===== src/rtl/ucsbece154b_refill_engine.sv =====
`default_nettype none
// ============================================================================
// Module   : ucsbece154b_refill_engine
// Brief    : Instruction-cache miss refill engine. After an accepted miss it
//            waits DELAY_CYCLES, then streams one block from a combinational
//            instruction memory, one word per cycle, tagged with its in-block
//            index and a last flag. Sequential or critical-word-first order.
//            A one-entry pending slot allows back-to-back refills; flush_i
//            aborts both the active and the pending refill.
// Revision : 1.0 - initial release
// ============================================================================
module ucsbece154b_refill_engine #(
    parameter int ADDR_WIDTH   = 32,
    parameter int DATA_WIDTH   = 32,
    parameter int BLOCK_SIZE   = 4,
    parameter int DELAY_CYCLES = 5,
    parameter int CWF          = 1
) (
    input  logic                          clk,
    input  logic                          reset_i,
    input  logic                          req_valid_i,
    input  logic [ADDR_WIDTH-1:0]         req_addr_i,
    output logic                          req_ready_o,
    input  logic                          flush_i,
    output logic [ADDR_WIDTH-1:0]         mem_addr_o,
    input  logic [DATA_WIDTH-1:0]         mem_rdata_i,
    output logic                          rsp_valid_o,
    output logic [DATA_WIDTH-1:0]         rsp_data_o,
    output logic [$clog2(BLOCK_SIZE)-1:0] rsp_word_o,
    output logic                          rsp_last_o,
    output logic                          busy_o
);

    // ------------------------------------------------------------------------
    // Derived constants
    // ------------------------------------------------------------------------
    localparam int BYTE_BITS  = $clog2(DATA_WIDTH / 8);
    localparam int BLOCK_BITS = $clog2(BLOCK_SIZE);
    localparam int OFF_LSB    = BYTE_BITS;
    localparam int OFF_MSB    = BLOCK_BITS + BYTE_BITS - 1;
    localparam int TAG_LSB    = BLOCK_BITS + BYTE_BITS;
    localparam int DLY_W      = (DELAY_CYCLES > 1) ? $clog2(DELAY_CYCLES) : 1;

    localparam logic [DLY_W-1:0]      DLY_LAST  = (DELAY_CYCLES > 0) ? DLY_W'(DELAY_CYCLES - 1) : '0;
    localparam logic [BLOCK_BITS:0]   BEAT_LAST = (BLOCK_BITS + 1)'(BLOCK_SIZE - 1);
    localparam logic [DLY_W-1:0]      DLY_ONE   = DLY_W'(1);
    localparam logic [BLOCK_BITS:0]   BEAT_ONE  = (BLOCK_BITS + 1)'(1);

    typedef enum logic [1:0] {
        ST_IDLE  = 2'd0,
        ST_DELAY = 2'd1,
        ST_READ  = 2'd2
    } state_t;

    // A fresh refill skips the wait state entirely when there is no latency
    localparam state_t ST_START = (DELAY_CYCLES > 0) ? ST_DELAY : ST_READ;

    // ------------------------------------------------------------------------
    // State
    // ------------------------------------------------------------------------
    state_t                  state_q,       state_d;
    logic [ADDR_WIDTH-1:0]   active_addr_q, active_addr_d;
    logic                    pend_valid_q,  pend_valid_d;
    logic [ADDR_WIDTH-1:0]   pend_addr_q,   pend_addr_d;
    logic [DLY_W-1:0]        dly_cnt_q,     dly_cnt_d;
    logic [BLOCK_BITS:0]     beat_q,        beat_d;
    logic                    rsp_valid_q,   rsp_valid_d;
    logic [DATA_WIDTH-1:0]   rsp_data_q,    rsp_data_d;
    logic [BLOCK_BITS-1:0]   rsp_word_q,    rsp_word_d;
    logic                    rsp_last_q,    rsp_last_d;

    logic                    w_accept;
    logic                    w_last_beat;
    logic [BLOCK_BITS-1:0]   w_off;
    logic [BLOCK_BITS-1:0]   w_idx;
    logic                    w_do_start;
    logic [ADDR_WIDTH-1:0]   w_start_addr;
    logic                    w_unused_bits;

    // Byte-within-word bits of the miss address never reach memory
    assign w_unused_bits = ^active_addr_q[BYTE_BITS-1:0];

    assign req_ready_o = ~pend_valid_q & ~flush_i;
    assign w_accept    = req_valid_i & req_ready_o;
    assign busy_o      = (state_q != ST_IDLE);

    assign w_off       = active_addr_q[OFF_MSB:OFF_LSB];
    assign w_last_beat = (state_q == ST_READ) && (beat_q == BEAT_LAST);

    // Word index of the current beat; wrap comes from the BLOCK_BITS-wide add
    always_comb begin
        w_idx = beat_q[BLOCK_BITS-1:0];
        if (CWF != 0) begin
            w_idx = w_off + beat_q[BLOCK_BITS-1:0];
        end
    end

    // Memory address: block base plus current word index (index 0 when not reading)
    always_comb begin
        mem_addr_o = {active_addr_q[ADDR_WIDTH-1:TAG_LSB], {BLOCK_BITS{1'b0}}, {BYTE_BITS{1'b0}}};
        if (state_q == ST_READ) begin
            mem_addr_o = {active_addr_q[ADDR_WIDTH-1:TAG_LSB], w_idx, {BYTE_BITS{1'b0}}};
        end
    end

    assign rsp_valid_o = rsp_valid_q;
    assign rsp_data_o  = rsp_data_q;
    assign rsp_word_o  = rsp_word_q;
    assign rsp_last_o  = rsp_last_q;

    // Next-state logic: sequencing, pending slot handling and beat capture
    always_comb begin
        state_d       = state_q;
        active_addr_d = active_addr_q;
        pend_valid_d  = pend_valid_q;
        pend_addr_d   = pend_addr_q;
        dly_cnt_d     = dly_cnt_q;
        beat_d        = beat_q;
        rsp_valid_d   = 1'b0;
        rsp_data_d    = rsp_data_q;
        rsp_word_d    = rsp_word_q;
        rsp_last_d    = rsp_last_q;
        w_do_start    = 1'b0;
        w_start_addr  = req_addr_i;

        case (state_q)
            ST_IDLE: begin
                if (w_accept) begin
                    w_do_start = 1'b1;
                end
            end

            ST_DELAY: begin
                if (w_accept) begin
                    pend_valid_d = 1'b1;
                    pend_addr_d  = req_addr_i;
                end
                if (dly_cnt_q == DLY_LAST) begin
                    state_d = ST_READ;
                    beat_d  = '0;
                end else begin
                    dly_cnt_d = dly_cnt_q + DLY_ONE;
                end
            end

            ST_READ: begin
                rsp_valid_d = 1'b1;
                rsp_data_d  = mem_rdata_i;
                rsp_word_d  = w_idx;
                rsp_last_d  = w_last_beat;
                if (w_last_beat) begin
                    // A request landing on the last beat can only be accepted
                    // with the slot empty, so it never competes with pending.
                    if (w_accept) begin
                        w_do_start = 1'b1;
                    end else if (pend_valid_q) begin
                        w_do_start   = 1'b1;
                        w_start_addr = pend_addr_q;
                        pend_valid_d = 1'b0;
                    end else begin
                        state_d = ST_IDLE;
                    end
                end else begin
                    beat_d = beat_q + BEAT_ONE;
                    if (w_accept) begin
                        pend_valid_d = 1'b1;
                        pend_addr_d  = req_addr_i;
                    end
                end
            end

            default: begin
                state_d = ST_IDLE;
            end
        endcase

        if (w_do_start) begin
            active_addr_d = w_start_addr;
            state_d       = ST_START;
            dly_cnt_d     = '0;
            beat_d        = '0;
        end

        // Abort wins over any request or final beat in the same cycle
        if (flush_i) begin
            state_d      = ST_IDLE;
            pend_valid_d = 1'b0;
            rsp_valid_d  = 1'b0;
            dly_cnt_d    = '0;
            beat_d       = '0;
        end
    end

    // State registers with asynchronous active-low reset
    always_ff @(posedge clk or negedge reset_i) begin
        if (!reset_i) begin
            state_q       <= ST_IDLE;
            active_addr_q <= '0;
            pend_valid_q  <= 1'b0;
            pend_addr_q   <= '0;
            dly_cnt_q     <= '0;
            beat_q        <= '0;
            rsp_valid_q   <= 1'b0;
            rsp_data_q    <= '0;
            rsp_word_q    <= '0;
            rsp_last_q    <= 1'b0;
        end else begin
            state_q       <= state_d;
            active_addr_q <= active_addr_d;
            pend_valid_q  <= pend_valid_d;
            pend_addr_q   <= pend_addr_d;
            dly_cnt_q     <= dly_cnt_d;
            beat_q        <= beat_d;
            rsp_valid_q   <= rsp_valid_d;
            rsp_data_q    <= rsp_data_d;
            rsp_word_q    <= rsp_word_d;
            rsp_last_q    <= rsp_last_d;
        end
    end

endmodule
`default_nettype wire


===== config.mk =====
export PLATFORM = sky130hd
export DESIGN_NAME = ucsbece154b_refill_engine
export DESIGN_NICKNAME = d
export VERILOG_FILES = /design/src/rtl/ucsbece154b_refill_engine.sv
export SDC_FILE = /design/constraint.sdc
export NUM_CORES = 1
export LEC_CHECK = 0
export BUFFER_PORTS_ARGS = -buffer_cell sky130_fd_sc_hd__buf_2
export CAP_MARGIN = 15
export CORE_ASPECT_RATIO = 0.75
export CORE_MARGIN = 1.5
export CORE_UTILIZATION = 50
export CTS_CLUSTER_DIAMETER = 200
export DETAILED_ROUTE_END_ITERATION = 8
export GPL_TIMING_DRIVEN = 0
export PLACE_DENSITY = 0.78
export SLEW_MARGIN = 5
export SYNTH_ARGS = -nofsm -noshare
export SYNTH_HDL_FRONTEND = slang
export SYNTH_SLANG_ARGS = --single-unit

===== constraint.sdc =====
create_clock -name clk -period 2.36 [get_ports clk]
set_input_delay 0.236 -clock clk [delete_from_list [all_inputs] [get_ports clk]]
set_output_delay 0.236 -clock clk [all_outputs]
set_load 0.05 [all_outputs]

==> results of run 1 <==
==> layout make-up <==
type | instances | share of cell area (%)
repair buffers | 137 | 12.37
plain buffers | 50 | 5.611
flip-flops and latches | 105 | 44.80
well taps | 128 | 2.731
inverters | 7 | 0.5121
clock buffers | 14 | 4.502
multi-input cells | 215 | 29.25
clock inverters | 2 | 0.2134
==> sequential cells by signal (all words and copies together) (netlist names) <==
register       cells
rsp_data_o        32
active_addr_q     30
pend_addr_q       30
beat_q             3
dly_cnt_q          3
rsp_word_o         2
state_q            2
pend_valid_q       1
rsp_last_o         1
rsp_valid_o        1
==> worst min-delay path by stage <==
| stage | from | to | slack [ps] |
|---|---|---|---|
| final | req_addr_i[2] | pend_addr_q[2] | 120 |
| after global routing | mem_rdata_i[7] | rsp_data_o[7] | 120 |
| after CTS | req_addr_i[2] | pend_addr_q[2] | 110 |
| after detailed placement | reset_i | rsp_data_o[22] | 250 |
| after global placement | rsp_word_o[1] | rsp_word_o[1] | 460 |
| after floorplan | reset_i | active_addr_q[10] | -60 |
==> worst max-delay path, cell delays in order (launching register included) <==
cell and delay [ps]:
sky130_fd_sc_hd__dfrtp_1 410, sky130_fd_sc_hd__inv_1 110, sky130_fd_sc_hd__ha_1 200, sky130_fd_sc_hd__clkbuf_4 240, sky130_fd_sc_hd__clkinvlp_4 180, sky130_fd_sc_hd__nor3_2 230, sky130_fd_sc_hd__clkbuf_4 260
==> metal layers <==
| layer | track usage [%] | part of all wire [%] |
|---|---|---|
| met1 | 24.87 | 43 |
| met2 | 35.98 | 51 |
| met3 | 5.455 | 4.4 |
| met4 | 6.705 | 0.92 |
| met5 | 0 | 0 |
==> cells in the final DEF (no fill, tap or decap), types with 2 or more instances in the layout <==
master,instances
sky130_fd_sc_hd__a21o_1,4
sky130_fd_sc_hd__a21oi_1,3
sky130_fd_sc_hd__and2_1,2
sky130_fd_sc_hd__buf_1,3
sky130_fd_sc_hd__buf_2,138
sky130_fd_sc_hd__buf_4,34
sky130_fd_sc_hd__clkbuf_1,8
sky130_fd_sc_hd__clkbuf_16,9
sky130_fd_sc_hd__clkbuf_4,4
sky130_fd_sc_hd__clkbuf_8,2
sky130_fd_sc_hd__clkinvlp_4,2
sky130_fd_sc_hd__conb_1,2
sky130_fd_sc_hd__dfrtp_1,105
sky130_fd_sc_hd__ha_1,9
sky130_fd_sc_hd__inv_1,6
sky130_fd_sc_hd__mux2_1,4
sky130_fd_sc_hd__mux2_2,58
sky130_fd_sc_hd__mux2i_1,33
sky130_fd_sc_hd__nand2_1,33
sky130_fd_sc_hd__nor2_1,14
sky130_fd_sc_hd__nor2b_1,3
sky130_fd_sc_hd__o21a_1,2
sky130_fd_sc_hd__o21ai_0,30
sky130_fd_sc_hd__xor2_1,2
==> what timing repair did <==
item	in CTS	in global routing
pin swaps	0	0
resized for setup	1	6
endpoints found under the hold margin	39	0
hold buffers	1	0
setup endpoints to repair	9	9
setup buffers	0	3
==> per-stage QoR <==
stage	hold WS [ps]	cells	power, µW
global route	115.2	658	9241
floorplan	-59.59	377	6407
global placement	456.7	637	7246
CTS	112.2	655	8826
finish	124.9	658	8766
detailed placement	251.8	638	7414
==> logic make-up after synthesis <==
| family | synth area share (%) |
|---|---|
| DFF | 56.19 |
| muxes | 22.00 |
| and+or+nand+nor | 5.486 |
| buffers and inverters | 7.439 |
| AOI/OAI and AO/OA | 5.834 |
| adders and majority gates | 2.408 |
| xor gates and xnor gates | 0.5621 |
| other | 0.08020 |
==> power breakdown <==
group	total [µW]	leakage [µW]	internal (µW)	switching, µW
Sequential	3040	0.00129	2620	417
Combinational	4340	0.00169	1440	2900
Clock	1390	0.000133	773	615
Total	8770	0.00312	4840	3930
==> report_table.html, run 1 <==
<table>
<tr><th>Metric</th><th>Value</th></tr>
<tr><th colspan="2">Detailed routing</th></tr>
<tr><td>Number of iterations in the first detailed-routing pass</td><td>4</td></tr>
<tr><td>Number of vias per cell</td><td>4.871</td></tr>
<tr><td>Average routed wire per standard cell</td><td>14.32 µm</td></tr>
<tr><td>Detailed-route wire length</td><td>9.423 mm</td></tr>
<tr><td>Number of remaining DRC errors</td><td>0</td></tr>
<tr><td>Overall via count from detail_route</td><td>3205</td></tr>
<tr><td>Post-detailed-route count of antenna-violating nets</td><td>0</td></tr>
<tr><td>First DRT Iteration DRCs</td><td>119</td></tr>
<tr><th colspan="2">Logic synthesis</th></tr>
<tr><td>Yosys cell types</td><td>37</td></tr>
<tr><td>Number of flip-flops and latches in the synthesized netlist</td><td>105</td></tr>
<tr><td>Synthesized instance count</td><td>376</td></tr>
<tr><td>Top cells by area, synth</td><td>sky130_fd_sc_hd__dfrtp_1 (56%), sky130_fd_sc_hd__mux2_2 (14%), sky130_fd_sc_hd__mux2i_1 (7.1%), sky130_fd_sc_hd__buf_4 (4.8%), sky130_fd_sc_hd__o21ai_0 (3.2%)</td></tr>
<tr><td>Mapped cell area</td><td>0.004676 mm²</td></tr>
<tr><td>Top-area cell type share of the netlist area</td><td>56.19%</td></tr>
<tr><td>Share of synthesized area occupied by flip-flops and latches</td><td>56.19%</td></tr>
<tr><td>Ys async rst share</td><td>100.0%</td></tr>
<tr><td>Most repeated cell in the gate-level netlist after synthesis</td><td>sky130_fd_sc_hd__dfrtp_1</td></tr>
<tr><td>Mean instance size in the synthesized netlist</td><td>12.44 µm²</td></tr>
<tr><td>Count of flip-flops with a built-in enable after synthesis</td><td>0</td></tr>
<tr><td>Synth warnings</td><td>0</td></tr>
<tr><td>Leading post-synthesis cells by instance count</td><td>sky130_fd_sc_hd__dfrtp_1 (105), sky130_fd_sc_hd__mux2_2 (58), sky130_fd_sc_hd__mux2i_1 (33), sky130_fd_sc_hd__nand2_1 (33)</td></tr>
<tr><td>Commonest register cell after synthesis</td><td>sky130_fd_sc_hd__dfrtp_1</td></tr>
<tr><td>Cell taking the most area after synthesis</td><td>sky130_fd_sc_hd__dfrtp_1</td></tr>
<tr><th colspan="2">Clocking</th></tr>
<tr><td>Clock tree from TritonCTS</td><td>yes</td></tr>
<tr><td>Clock insertion delay at the later pin of the skew report</td><td>340 ps</td></tr>
<tr><td>Number of clock sinks</td><td>105</td></tr>
<tr><td>Clock Tree Buf Depth</td><td>2</td></tr>
<tr><td>Post-CTS clock slew at the launch and capture registers of the worst setup and hold paths</td><td>70 ps</td></tr>
<tr><td>Root Driver</td><td>sky130_fd_sc_hd__clkbuf_16</td></tr>
<tr><td>Cts bufs inserted</td><td>9</td></tr>
<tr><td>H-tree lvl count</td><td>3</td></tr>
<tr><th colspan="2">Placement</th></tr>
<tr><td>Area post-placement</td><td>0.005530 mm²</td></tr>
<tr><td>Routability congestion estimate from global placement</td><td>0.7394</td></tr>
<tr><td>Worst slack at placement</td><td>-11.52 ps</td></tr>
<tr><td>DPL Wire Length</td><td>6.884 mm</td></tr>
<tr><td>Quantity of I/O buffers inserted on ports</td><td>132</td></tr>
<tr><th colspan="2">Status</th></tr>
<tr><td>Outcome</td><td>complete, no violations</td></tr>
<tr><th colspan="2">Setup path</th></tr>
<tr><td>Crit Reg-Reg Startpoint</td><td>beat_q[0]</td></tr>
<tr><td>Last element of the critical path</td><td>mem_addr_o[3]</td></tr>
<tr><td>R2r worst-path depth</td><td>9</td></tr>
<tr><td>Type of origin of the critical path</td><td>flop</td></tr>
<tr><td>Top fanout value on the critical path</td><td>10</td></tr>
<tr><td>Startpoint of the worst setup timing path</td><td>state_q[0]</td></tr>
<tr><td>Register-to-register path setup slack</td><td>190 ps</td></tr>
<tr><td>Endpoint of the most critical register-to-register path</td><td>active_addr_q[28]</td></tr>
<tr><td>Required time of the critical path</td><td>2120 ps</td></tr>
<tr><td>Critical path data arrival time</td><td>1950 ps</td></tr>
<tr><td>Classification of the worst setup path</td><td>flop to output pin</td></tr>
<tr><td>Endpoint type of the worst setup path</td><td>output pin</td></tr>
<tr><th colspan="2">Layout</th></tr>
<tr><td>Footprint of the multi-input gates</td><td>0.001715 mm²</td></tr>
<tr><td>Layout-stage area growth over the synthesis result</td><td>25.42%</td></tr>
<tr><td>Ant diodes</td><td>0</td></tr>
<tr><td>Share of post-route cells with drive strength above 1</td><td>47.92%</td></tr>
<tr><td>Count of filler cells inserted in the layout</td><td>761</td></tr>
<tr><td>Utilization after layout</td><td>64.56%</td></tr>
<tr><td>Final design area excluding fillers</td><td>0.005864 mm²</td></tr>
<tr><td>Seq. cell area</td><td>0.002628 mm²</td></tr>
<tr><td>Nets</td><td>602</td></tr>
<tr><th colspan="2">STA</th></tr>
<tr><td>Clock period minus worst slack</td><td>2190 ps</td></tr>
<tr><td>Slew Limit Headroom</td><td>64.13%</td></tr>
<tr><td>Setup-violating endpoint count in the final report</td><td>0</td></tr>
<tr><td>Worst Max-Slew Pin Slew</td><td>538.1 ps</td></tr>
<tr><td>Hold Fails Final Rpt</td><td>0</td></tr>
<tr><td>Count of pins over their slew limit</td><td>0</td></tr>
<tr><td>Fraction of the cycle the final worst path needs</td><td>92.79%</td></tr>
<tr><td>Worst Clk Skew</td><td>7.170 ps</td></tr>
<tr><td>Minimum setup slack in the final design</td><td>170.1 ps</td></tr>
<tr><td>Max Freq</td><td>456.6 MHz</td></tr>
<tr><td>TNS Setup</td><td>0 ps</td></tr>
<tr><th colspan="2">Power</th></tr>
<tr><td>Worst vdd rail ir drop</td><td>0.8385 mV</td></tr>
<tr><td>Power density relative to cell area</td><td>1495 mW/mm²</td></tr>
<tr><td>Leakage dissipation</td><td>0.003116 µW</td></tr>
<tr><th colspan="2">Die</th></tr>
<tr><td>Die width</td><td>114.7 µm</td></tr>
<tr><td>Initial core utilization</td><td>51.47%</td></tr>
<tr><td>Core Rows</td><td>30</td></tr>
<tr><td>Top Ports</td><td>138</td></tr>
<tr><td>DIE HEIGHT</td><td>86.75 µm</td></tr>
<tr><td>Core Box Area</td><td>0.009084 mm²</td></tr>
<tr><td>Floorplan die area</td><td>0.009946 mm²</td></tr>
<tr><th colspan="2">Hold path</th></tr>
<tr><td>Min-delay worst type</td><td>input pin to flop</td></tr>
<tr><td>Number of cells on the worst hold path</td><td>2</td></tr>
<tr><th colspan="2">GRT</th></tr>
<tr><td>Via count of the first global-routing pass</td><td>3302</td></tr>
<tr><td>Number of antenna violations at the first check in global routing</td><td>0</td></tr>
<tr><td>Overflow left after global routing</td><td>0</td></tr>
<tr><td>Pin count of the biggest net entering global routing</td><td>67</td></tr>
<tr><td>Wire length of the first global-routing pass</td><td>15.84 mm</td></tr>
<tr><td>Gr usage total</td><td>20.55%</td></tr>
<tr><th colspan="2">Run</th></tr>
<tr><td>Reported max-cap violation count</td><td>0</td></tr>
</table>
Power figures use the tool's default switching activity.
==> inputs of run 2 (changes only) <==
--- a/config.mk
+++ b/config.mk
@@ -9,12 +9,11 @@
 export CAP_MARGIN = 15
 export CORE_ASPECT_RATIO = 0.75
 export CORE_MARGIN = 1.5
-export CORE_UTILIZATION = 50
+export CORE_UTILIZATION = 25
 export CTS_CLUSTER_DIAMETER = 200
 export DETAILED_ROUTE_END_ITERATION = 8
 export GPL_TIMING_DRIVEN = 0
-export PLACE_DENSITY = 0.78
-export SLEW_MARGIN = 5
+export SLEW_MARGIN = 20
 export SYNTH_ARGS = -nofsm -noshare
 export SYNTH_HDL_FRONTEND = slang
 export SYNTH_SLANG_ARGS = --single-unit
==> report_table.html, run 2 (same netlist as run 1, synthesis figures left out) <==
<table>
<tr><th>Metric</th><th>Value</th></tr>
<tr><th colspan="2">Hold path</th></tr>
<tr><td>Sink of the worst hold path</td><td>rsp_data_o[18]</td></tr>
<tr><td>Number of cells on the worst hold path</td><td>2</td></tr>
<tr><td>Min-delay worst type</td><td>input pin to flop</td></tr>
<tr><td>Origin of the worst min-delay path</td><td>mem_rdata_i[18]</td></tr>
<tr><th colspan="2">Setup path</th></tr>
<tr><td>Family of cells with the greatest summed delay on the critical path</td><td>adder cells</td></tr>
<tr><td>Worst path cell trace</td><td>ha_1, ha_1, and2_4, buf_6, nor2_1, o211ai_1, buf_2, mux2_1</td></tr>
<tr><td>Worst stage delay on the critical path</td><td>420 ps</td></tr>
<tr><td>Crit-path slowest cell</td><td>sky130_fd_sc_hd__dfrtp_1</td></tr>
<tr><td>Classification of the worst setup path</td><td>flop to flop</td></tr>
<tr><td>Register-to-register path setup slack</td><td>180 ps</td></tr>
<tr><td>Startpoint of the worst setup timing path</td><td>beat_q[0]</td></tr>
<tr><td>Top fanout value on the critical path</td><td>10</td></tr>
<tr><td>WP depth</td><td>8</td></tr>
<tr><td>Critical path data arrival time</td><td>2410 ps</td></tr>
<tr><td>Required time of the critical path</td><td>2590 ps</td></tr>
<tr><td>Type of origin of the critical path</td><td>flop</td></tr>
<tr><td>Crit-path most repeated cell</td><td>sky130_fd_sc_hd__ha_1</td></tr>
<tr><td>Bufs and invs on worst path</td><td>2</td></tr>
<tr><td>R2r worst-path depth</td><td>8</td></tr>
<tr><td>Endpoint type of the worst setup path</td><td>flop</td></tr>
<tr><td>Crit Reg-Reg Startpoint</td><td>beat_q[0]</td></tr>
<tr><td>Endpoint of the most critical register-to-register path</td><td>pend_addr_q[18]</td></tr>
<tr><th colspan="2">Power</th></tr>
<tr><td>Leakage dissipation</td><td>0.003100 µW</td></tr>
<tr><td>Power density relative to cell area</td><td>1465 mW/mm²</td></tr>
<tr><td>Share of power burned in registers</td><td>34.6%</td></tr>
<tr><td>Proportion of power drawn by combinational gates</td><td>49.6%</td></tr>
<tr><td>Switching power total</td><td>3999 µW</td></tr>
<tr><td>Switching part of the total</td><td>45.64%</td></tr>
<tr><td>Fraction of power consumed by the clock network</td><td>15.9%</td></tr>
<tr><td>P_int</td><td>4763 µW</td></tr>
<tr><td>Worst vdd rail ir drop</td><td>0.5317 mV</td></tr>
<tr><th colspan="2">GRT</th></tr>
<tr><td>Pin count of the biggest net entering global routing</td><td>77</td></tr>
<tr><td>Gr usage total</td><td>11.40%</td></tr>
<tr><td>Wire length of the first global-routing pass</td><td>17.25 mm</td></tr>
<tr><td>Via count of the first global-routing pass</td><td>3364</td></tr>
<tr><td>Overflow left after global routing</td><td>0</td></tr>
<tr><td>Number of antenna violations at the first check in global routing</td><td>0</td></tr>
<tr><th colspan="2">Layout</th></tr>
<tr><td>Commonest cells after routing, fill and taps aside</td><td>sky130_fd_sc_hd__buf_2 (138), sky130_fd_sc_hd__dfrtp_1 (105), sky130_fd_sc_hd__mux2_2 (58)</td></tr>
<tr><td>Ant diodes</td><td>0</td></tr>
<tr><td>Layout-stage area growth over the synthesis result</td><td>27.94%</td></tr>
<tr><td>Count of filler cells inserted in the layout</td><td>1902</td></tr>
<tr><td>Most common cell after layout, fill and taps aside</td><td>sky130_fd_sc_hd__buf_2</td></tr>
<tr><td>Max FFs per register</td><td>32</td></tr>
<tr><td>Share of post-route cells with drive strength above 1</td><td>48.01%</td></tr>
<tr><td>Seq. cell area</td><td>0.002628 mm²</td></tr>
<tr><td>Footprint of the multi-input gates</td><td>0.001715 mm²</td></tr>
<tr><td>Nets</td><td>599</td></tr>
<tr><td>Final design area excluding fillers</td><td>0.005982 mm²</td></tr>
<tr><th colspan="2">Detailed routing</th></tr>
<tr><td>Average routed wire per standard cell</td><td>13.81 µm</td></tr>
<tr><td>Post-detailed-route count of antenna-violating nets</td><td>0</td></tr>
<tr><td>Number of remaining DRC errors</td><td>0</td></tr>
<tr><td>Number of iterations in the first detailed-routing pass</td><td>4</td></tr>
<tr><td>First DRT Iteration DRCs</td><td>92</td></tr>
<tr><td>Detailed-route wire length</td><td>10.69 mm</td></tr>
<tr><td>Overall via count from detail_route</td><td>3209</td></tr>
<tr><td>Number of vias per cell</td><td>4.146</td></tr>
<tr><th colspan="2">Placement</th></tr>
<tr><td>DPL Wire Length</td><td>7.817 mm</td></tr>
<tr><td>Quantity of I/O buffers inserted on ports</td><td>132</td></tr>
<tr><td>Area post-placement</td><td>0.005683 mm²</td></tr>
<tr><td>Routability congestion estimate from global placement</td><td>0.7657</td></tr>
<tr><th colspan="2">Run</th></tr>
<tr><td>Reported max-cap violation count</td><td>0</td></tr>
<tr><th colspan="2">Die</th></tr>
<tr><td>Core Box Area</td><td>0.01840 mm²</td></tr>
<tr><td>Initial core utilization</td><td>25.41%</td></tr>
<tr><td>Die width</td><td>160.9 µm</td></tr>
<tr><td>Floorplan die area</td><td>0.01954 mm²</td></tr>
<tr><td>DIE HEIGHT</td><td>121.4 µm</td></tr>
<tr><td>Top Ports</td><td>138</td></tr>
<tr><td>Core Rows</td><td>43</td></tr>
<tr><th colspan="2">STA</th></tr>
<tr><td>Fraction of the cycle the final worst path needs</td><td>92.53%</td></tr>
<tr><td>Min Hold Slack</td><td>116.5 ps</td></tr>
<tr><td>Hold Fails Final Rpt</td><td>0</td></tr>
<tr><td>Count of pins over their slew limit</td><td>0</td></tr>
<tr><td>Setup repair after global routing missed its margin</td><td>no</td></tr>
<tr><td>Worst Clk Skew</td><td>8.624 ps</td></tr>
<tr><td>Max Freq</td><td>458.0 MHz</td></tr>
<tr><td>Slew Limit Headroom</td><td>59.31%</td></tr>
<tr><td>Clock period minus worst slack</td><td>2184 ps</td></tr>
<tr><td>Setup-violating endpoint count in the final report</td><td>0</td></tr>
<tr><td>Worst Max-Slew Pin Slew</td><td>610.3 ps</td></tr>
<tr><th colspan="2">Clocking</th></tr>
<tr><td>H-tree lvl count</td><td>3</td></tr>
<tr><td>Cts bufs inserted</td><td>9</td></tr>
<tr><td>Post-CTS clock slew at the launch and capture registers of the worst setup and hold paths</td><td>70 ps</td></tr>
<tr><td>Root Driver</td><td>sky130_fd_sc_hd__clkbuf_16</td></tr>
<tr><td>Clock tree from TritonCTS</td><td>yes</td></tr>
<tr><td>Clock Tree Buf Depth</td><td>2</td></tr>
<tr><td>Number of clock sinks</td><td>105</td></tr>
<tr><td>Clock insertion delay at the later pin of the skew report</td><td>350 ps</td></tr>
<tr><th colspan="2">Status</th></tr>
<tr><td>Outcome</td><td>complete, no violations</td></tr>
</table>
[run 2: cell count changes in the layout (fill, tap and decap cells not counted)]
cell / previous run / this run
sky130_fd_sc_hd__clkbuf_4: 4 / 2
sky130_fd_sc_hd__clkbuf_2: 0 / 2
sky130_fd_sc_hd__clkbuf_8: 2 / 0
sky130_fd_sc_hd__clkinv_2: 1 / 2
sky130_fd_sc_hd__buf_6: 1 / 2
sky130_fd_sc_hd__clkinvlp_4: 2 / 3
sky130_fd_sc_hd__clkbuf_1: 8 / 5
sky130_fd_sc_hd__inv_1: 6 / 7
sky130_fd_sc_hd__buf_4: 34 / 32
[run 2: worst reg2reg max path, stage by stage, from the launching register on]
cell	delay [ps]
sky130_fd_sc_hd__dfrtp_1	420
sky130_fd_sc_hd__ha_1	230
sky130_fd_sc_hd__ha_1	220
sky130_fd_sc_hd__and2_4	170
sky130_fd_sc_hd__buf_6	120
sky130_fd_sc_hd__nor2_1	140
sky130_fd_sc_hd__o211ai_1	180
sky130_fd_sc_hd__buf_2	260
sky130_fd_sc_hd__mux2_1	340
[run 2: worst max-delay path by stage]
stage,endpoint,slack [ps]
finish,pend_addr_q[18],180
global route,pend_addr_q[31],20
CTS,mem_addr_o[3],20
detailed placement,active_addr_q[20],-70
global placement,pend_addr_q[7],-170
floorplan,mem_addr_o[3],20
[run 2: what timing repair did]
action,4_1_cts,5_1_grt
buffers inserted,0,0
hold endpoints to repair,29,0
pin swaps,0,0
hold buffers,1,0
gates resized for setup,2,9
endpoints found under the setup margin,11,13
[run 2: routing by layer]
layer  share of wire, %  up-vias  GRT usage, %
li1                   -     1535             -
met1                 46     1599         14.29
met2                 48       68         18.88
met3                4.4        7         3.554
met4               0.95        0         3.299
met5                  0        -             0
[run 2: layout make-up]
| cell class | instances | area share, % |
|---|---|---|
| tap | 247 | 5.166 |
| clock inverter | 5 | 0.5438 |
| clock buffer | 11 | 3.890 |
| inverter | 7 | 0.4392 |
| sequential | 105 | 43.92 |
| buffer | 50 | 5.543 |
| timing repair buffer | 134 | 11.82 |
| multi-input combinational | 215 | 28.68 |
[run 2: through the flow]
step | worst slack [ps] | setup TNS [ps] | utilization, % | total power, µW | std cells
2_1_floorplan | 15.13 | 0 | - | 6407 | 377
3_3_place_gp | -169.5 | -16700 | 30.70 | 7319 | 756
3_5_place_dp | -70.47 | -601.1 | 30.89 | 7453 | 757
4_1_cts | 22.27 | 0 | 32.43 | 8896 | 774
5_1_grt | 21.09 | 0 | 32.51 | 9287 | 774
6_report | 176.4 | 0 | 32.51 | 8762 | 774
[run 2: power by group through the flow]
stage	sequential (µW)	combinational (µW)	clock, µW
after floorplan	4030	2380	0
after global placement	3010	4300	0
after detailed placement	3070	4380	0
after CTS	3040	4390	1460
after global routing	3140	4610	1540
final	3030	4340	1390
==> inputs of run 3 (changes only) <==
--- a/config.mk
+++ b/config.mk
@@ -9,7 +9,7 @@
 export CAP_MARGIN = 15
 export CORE_ASPECT_RATIO = 0.75
 export CORE_MARGIN = 1.5
-export CORE_UTILIZATION = 25
+export CORE_UTILIZATION = 40
 export CTS_CLUSTER_DIAMETER = 200
 export DETAILED_ROUTE_END_ITERATION = 8
 export GPL_TIMING_DRIVEN = 0
==> report_table.html, run 3 (same netlist as run 1, synthesis figures left out) <==
<table>
<tr><th>Metric</th><th>Value</th></tr>
<tr><th colspan="2">Status</th></tr>
<tr><td>Outcome</td><td>complete, no violations</td></tr>
<tr><th colspan="2">GRT</th></tr>
<tr><td>Wire length of the first global-routing pass</td><td>15.92 mm</td></tr>
<tr><td>Global-route met1 utilization</td><td>20.80%</td></tr>
<tr><td>Number of antenna violations at the first check in global routing</td><td>1</td></tr>
<tr><td>Overflow left after global routing</td><td>0</td></tr>
<tr><td>Via count of the first global-routing pass</td><td>3289</td></tr>
<tr><td>Met3 demand-to-capacity share in global routing</td><td>5.420%</td></tr>
<tr><td>Pin count of the biggest net entering global routing</td><td>63</td></tr>
<tr><td>Gr usage total</td><td>16.28%</td></tr>
<tr><td>Met2 routing resource usage after global routing</td><td>26.63%</td></tr>
<tr><td>Busiest layer in global routing</td><td>met2</td></tr>
<tr><th colspan="2">STA</th></tr>
<tr><td>Setup-violating endpoint count in the final report</td><td>0</td></tr>
<tr><td>Setup repair after global routing missed its margin</td><td>no</td></tr>
<tr><td>Count of pins over their slew limit</td><td>0</td></tr>
<tr><td>Worst Clk Skew</td><td>4.663 ps</td></tr>
<tr><td>Worst Max-Slew Pin Slew</td><td>549.9 ps</td></tr>
<tr><td>Fraction of the cycle the final worst path needs</td><td>95.08%</td></tr>
<tr><td>Min Hold Slack</td><td>122.5 ps</td></tr>
<tr><td>Hold Fails Final Rpt</td><td>0</td></tr>
<tr><td>Slew Limit Headroom</td><td>63.34%</td></tr>
<tr><td>Minimum setup slack in the final design</td><td>116.2 ps</td></tr>
<tr><td>Max Freq</td><td>445.7 MHz</td></tr>
<tr><td>Clock period minus worst slack</td><td>2244 ps</td></tr>
<tr><th colspan="2">Setup path</th></tr>
<tr><td>Required time of the critical path</td><td>2120 ps</td></tr>
<tr><td>Family of cells with the greatest summed delay on the critical path</td><td>buffers and inverters</td></tr>
<tr><td>Worst path cell trace</td><td>inv_1, ha_1, clkbuf_4, inv_1, nor3_1, buf_4</td></tr>
<tr><td>Top fanout value on the critical path</td><td>10</td></tr>
<tr><td>Crit-path slowest cell</td><td>sky130_fd_sc_hd__dfrtp_1</td></tr>
<tr><td>Critical path data arrival time</td><td>2010 ps</td></tr>
<tr><td>Classification of the worst setup path</td><td>flop to output pin</td></tr>
<tr><td>Bufs and invs on worst path</td><td>4</td></tr>
<tr><td>Worst stage delay on the critical path</td><td>410 ps</td></tr>
<tr><td>Type of origin of the critical path</td><td>flop</td></tr>
<tr><td>Endpoint type of the worst setup path</td><td>output pin</td></tr>
<tr><td>Crit-path most repeated cell</td><td>sky130_fd_sc_hd__inv_1</td></tr>
<tr><th colspan="2">Detailed routing</th></tr>
<tr><td>Number of remaining DRC errors</td><td>0</td></tr>
<tr><td>First DRT Iteration DRCs</td><td>69</td></tr>
<tr><td>Overall via count from detail_route</td><td>3149</td></tr>
<tr><td>Detailed-route wire length</td><td>9.360 mm</td></tr>
<tr><td>Post-detailed-route count of antenna-violating nets</td><td>0</td></tr>
<tr><td>Number of iterations in the first detailed-routing pass</td><td>4</td></tr>
<tr><td>Average routed wire per standard cell</td><td>14.03 µm</td></tr>
<tr><td>Number of vias per cell</td><td>4.721</td></tr>
<tr><th colspan="2">Layout</th></tr>
<tr><td>Most common cell after layout, fill and taps aside</td><td>sky130_fd_sc_hd__buf_2</td></tr>
<tr><td>Utilization after layout</td><td>52.56%</td></tr>
<tr><td>Seq. cell area</td><td>0.002628 mm²</td></tr>
<tr><td>Nets</td><td>599</td></tr>
<tr><td>Share of post-route cells with drive strength above 1</td><td>47.72%</td></tr>
<tr><td>Max FFs per register</td><td>32</td></tr>
<tr><td>Commonest cells after routing, fill and taps aside</td><td>sky130_fd_sc_hd__buf_2 (139), sky130_fd_sc_hd__dfrtp_1 (105), sky130_fd_sc_hd__mux2_2 (58)</td></tr>
<tr><td>Count of filler cells inserted in the layout</td><td>1011</td></tr>
<tr><td>Footprint of the multi-input gates</td><td>0.001710 mm²</td></tr>
<tr><td>Layout-stage area growth over the synthesis result</td><td>25.31%</td></tr>
<tr><th colspan="2">Power</th></tr>
<tr><td>Pwr Total</td><td>8727 µW</td></tr>
<tr><td>Worst vdd rail ir drop</td><td>0.6568 mV</td></tr>
<tr><td>Power density relative to cell area</td><td>1489 mW/mm²</td></tr>
<tr><td>Leakage dissipation</td><td>0.003112 µW</td></tr>
<tr><th colspan="2">Run</th></tr>
<tr><td>Reported max-cap violation count</td><td>0</td></tr>
<tr><th colspan="2">Hold path</th></tr>
<tr><td>Min-delay worst type</td><td>input pin to flop</td></tr>
<tr><th colspan="2">Die</th></tr>
<tr><td>Core Rows</td><td>33</td></tr>
<tr><td>Initial core utilization</td><td>41.94%</td></tr>
<tr><td>Floorplan die area</td><td>0.01235 mm²</td></tr>
<tr><td>Die width</td><td>127.8 µm</td></tr>
<tr><td>DIE HEIGHT</td><td>96.63 µm</td></tr>
<tr><td>Core Box Area</td><td>0.01115 mm²</td></tr>
<tr><td>Top Ports</td><td>138</td></tr>
<tr><th colspan="2">Placement</th></tr>
<tr><td>Routability congestion estimate from global placement</td><td>0.7795</td></tr>
<tr><td>DPL Wire Length</td><td>6.848 mm</td></tr>
<tr><td>Quantity of I/O buffers inserted on ports</td><td>132</td></tr>
<tr><td>Worst slack at placement</td><td>75.02 ps</td></tr>
<tr><th colspan="2">Clocking</th></tr>
<tr><td>Post-CTS clock slew at the launch and capture registers of the worst setup and hold paths</td><td>70 ps</td></tr>
<tr><td>Buffers inserted during post-CTS setup optimization</td><td>0</td></tr>
<tr><td>H-tree lvl count</td><td>3</td></tr>
<tr><td>Clock tree from TritonCTS</td><td>yes</td></tr>
<tr><td>Number of clock sinks</td><td>105</td></tr>
<tr><td>Root Driver</td><td>sky130_fd_sc_hd__clkbuf_16</td></tr>
<tr><td>Clock insertion delay at the later pin of the skew report</td><td>340 ps</td></tr>
<tr><td>Clock Tree Buf Depth</td><td>2</td></tr>
<tr><td>Cts bufs inserted</td><td>9</td></tr>
</table>
## run 3: area by class of cell
type / instances / share of cell area, %
Buffer: 50 / 5.595
Clock buffer: 13 / 4.612
Antenna cell: 1 / 0.04271
Tap cell: 140 / 2.990
Timing Repair Buffer: 134 / 12.06
Clock inverter: 2 / 0.2135
Sequential cell: 105 / 44.84
Multi-Input combinational cell: 215 / 29.19
Inverter: 7 / 0.4484
## run 3: timing repair
action	CTS	global route
endpoints found under the hold margin	43	0
resized for setup	1	5
setup endpoints to repair	1	21
hold buffers	1	0
## run 3: report_power, final
| group | internal (µW) | total (µW) | switching (µW) |
|---|---|---|---|
| sequential | 2620 | 3010 | 391 |
| combinational | 1420 | 4300 | 2880 |
| clock | 795 | 1410 | 617 |
## run 3: per-stage QoR
stage	setup TNS (ps)	area (µm²)	cells
6_report	0	5859	667
5_1_grt	0	5859	667
4_1_cts	0	5844	666
3_5_place_dp	0	5549	650
3_3_place_gp	-14940	5515	649
2_1_floorplan	0	4679	377
## run 3: final timing paths
kind / end / slack (ps) / start / cells after the start
max: mem_addr_o[3] / 120 / state_q[0] / 6
min: rsp_data_o[25] / 120 / mem_rdata_i[25] / 2
max reg2reg: active_addr_q[29] / 210 / beat_q[0] / 9
min reg2reg: rsp_word_o[1] / 470 / rsp_word_o[1] / 1
max in group asynchronous: pend_addr_q[2] / 1330 / reset_i / 3
min in group asynchronous: rsp_data_o[23] / 380 / reset_i / 2
## run 3: metal layers
layer | routed length [µm] | vias to the layer above | part of all wire, %
met5 | 0 | - | 0
met4 | 84 | 0 | 0.90
li1 | - | 1536 | -
met1 | 4221 | 1527 | 45
met2 | 4468 | 77 | 48
met3 | 586 | 9 | 6.3
## run 3: worst reg2reg max path, delay by kind of cell, from the launching register on
kind                     cells  cell delay (ps)
buffers and inverters        3              660
flip-flops                   1              420
AO/OA/AOI/OAI                2              320
AND/OR/NAND/NOR              2              240
adder cells (fa/ha/maj)      2              430
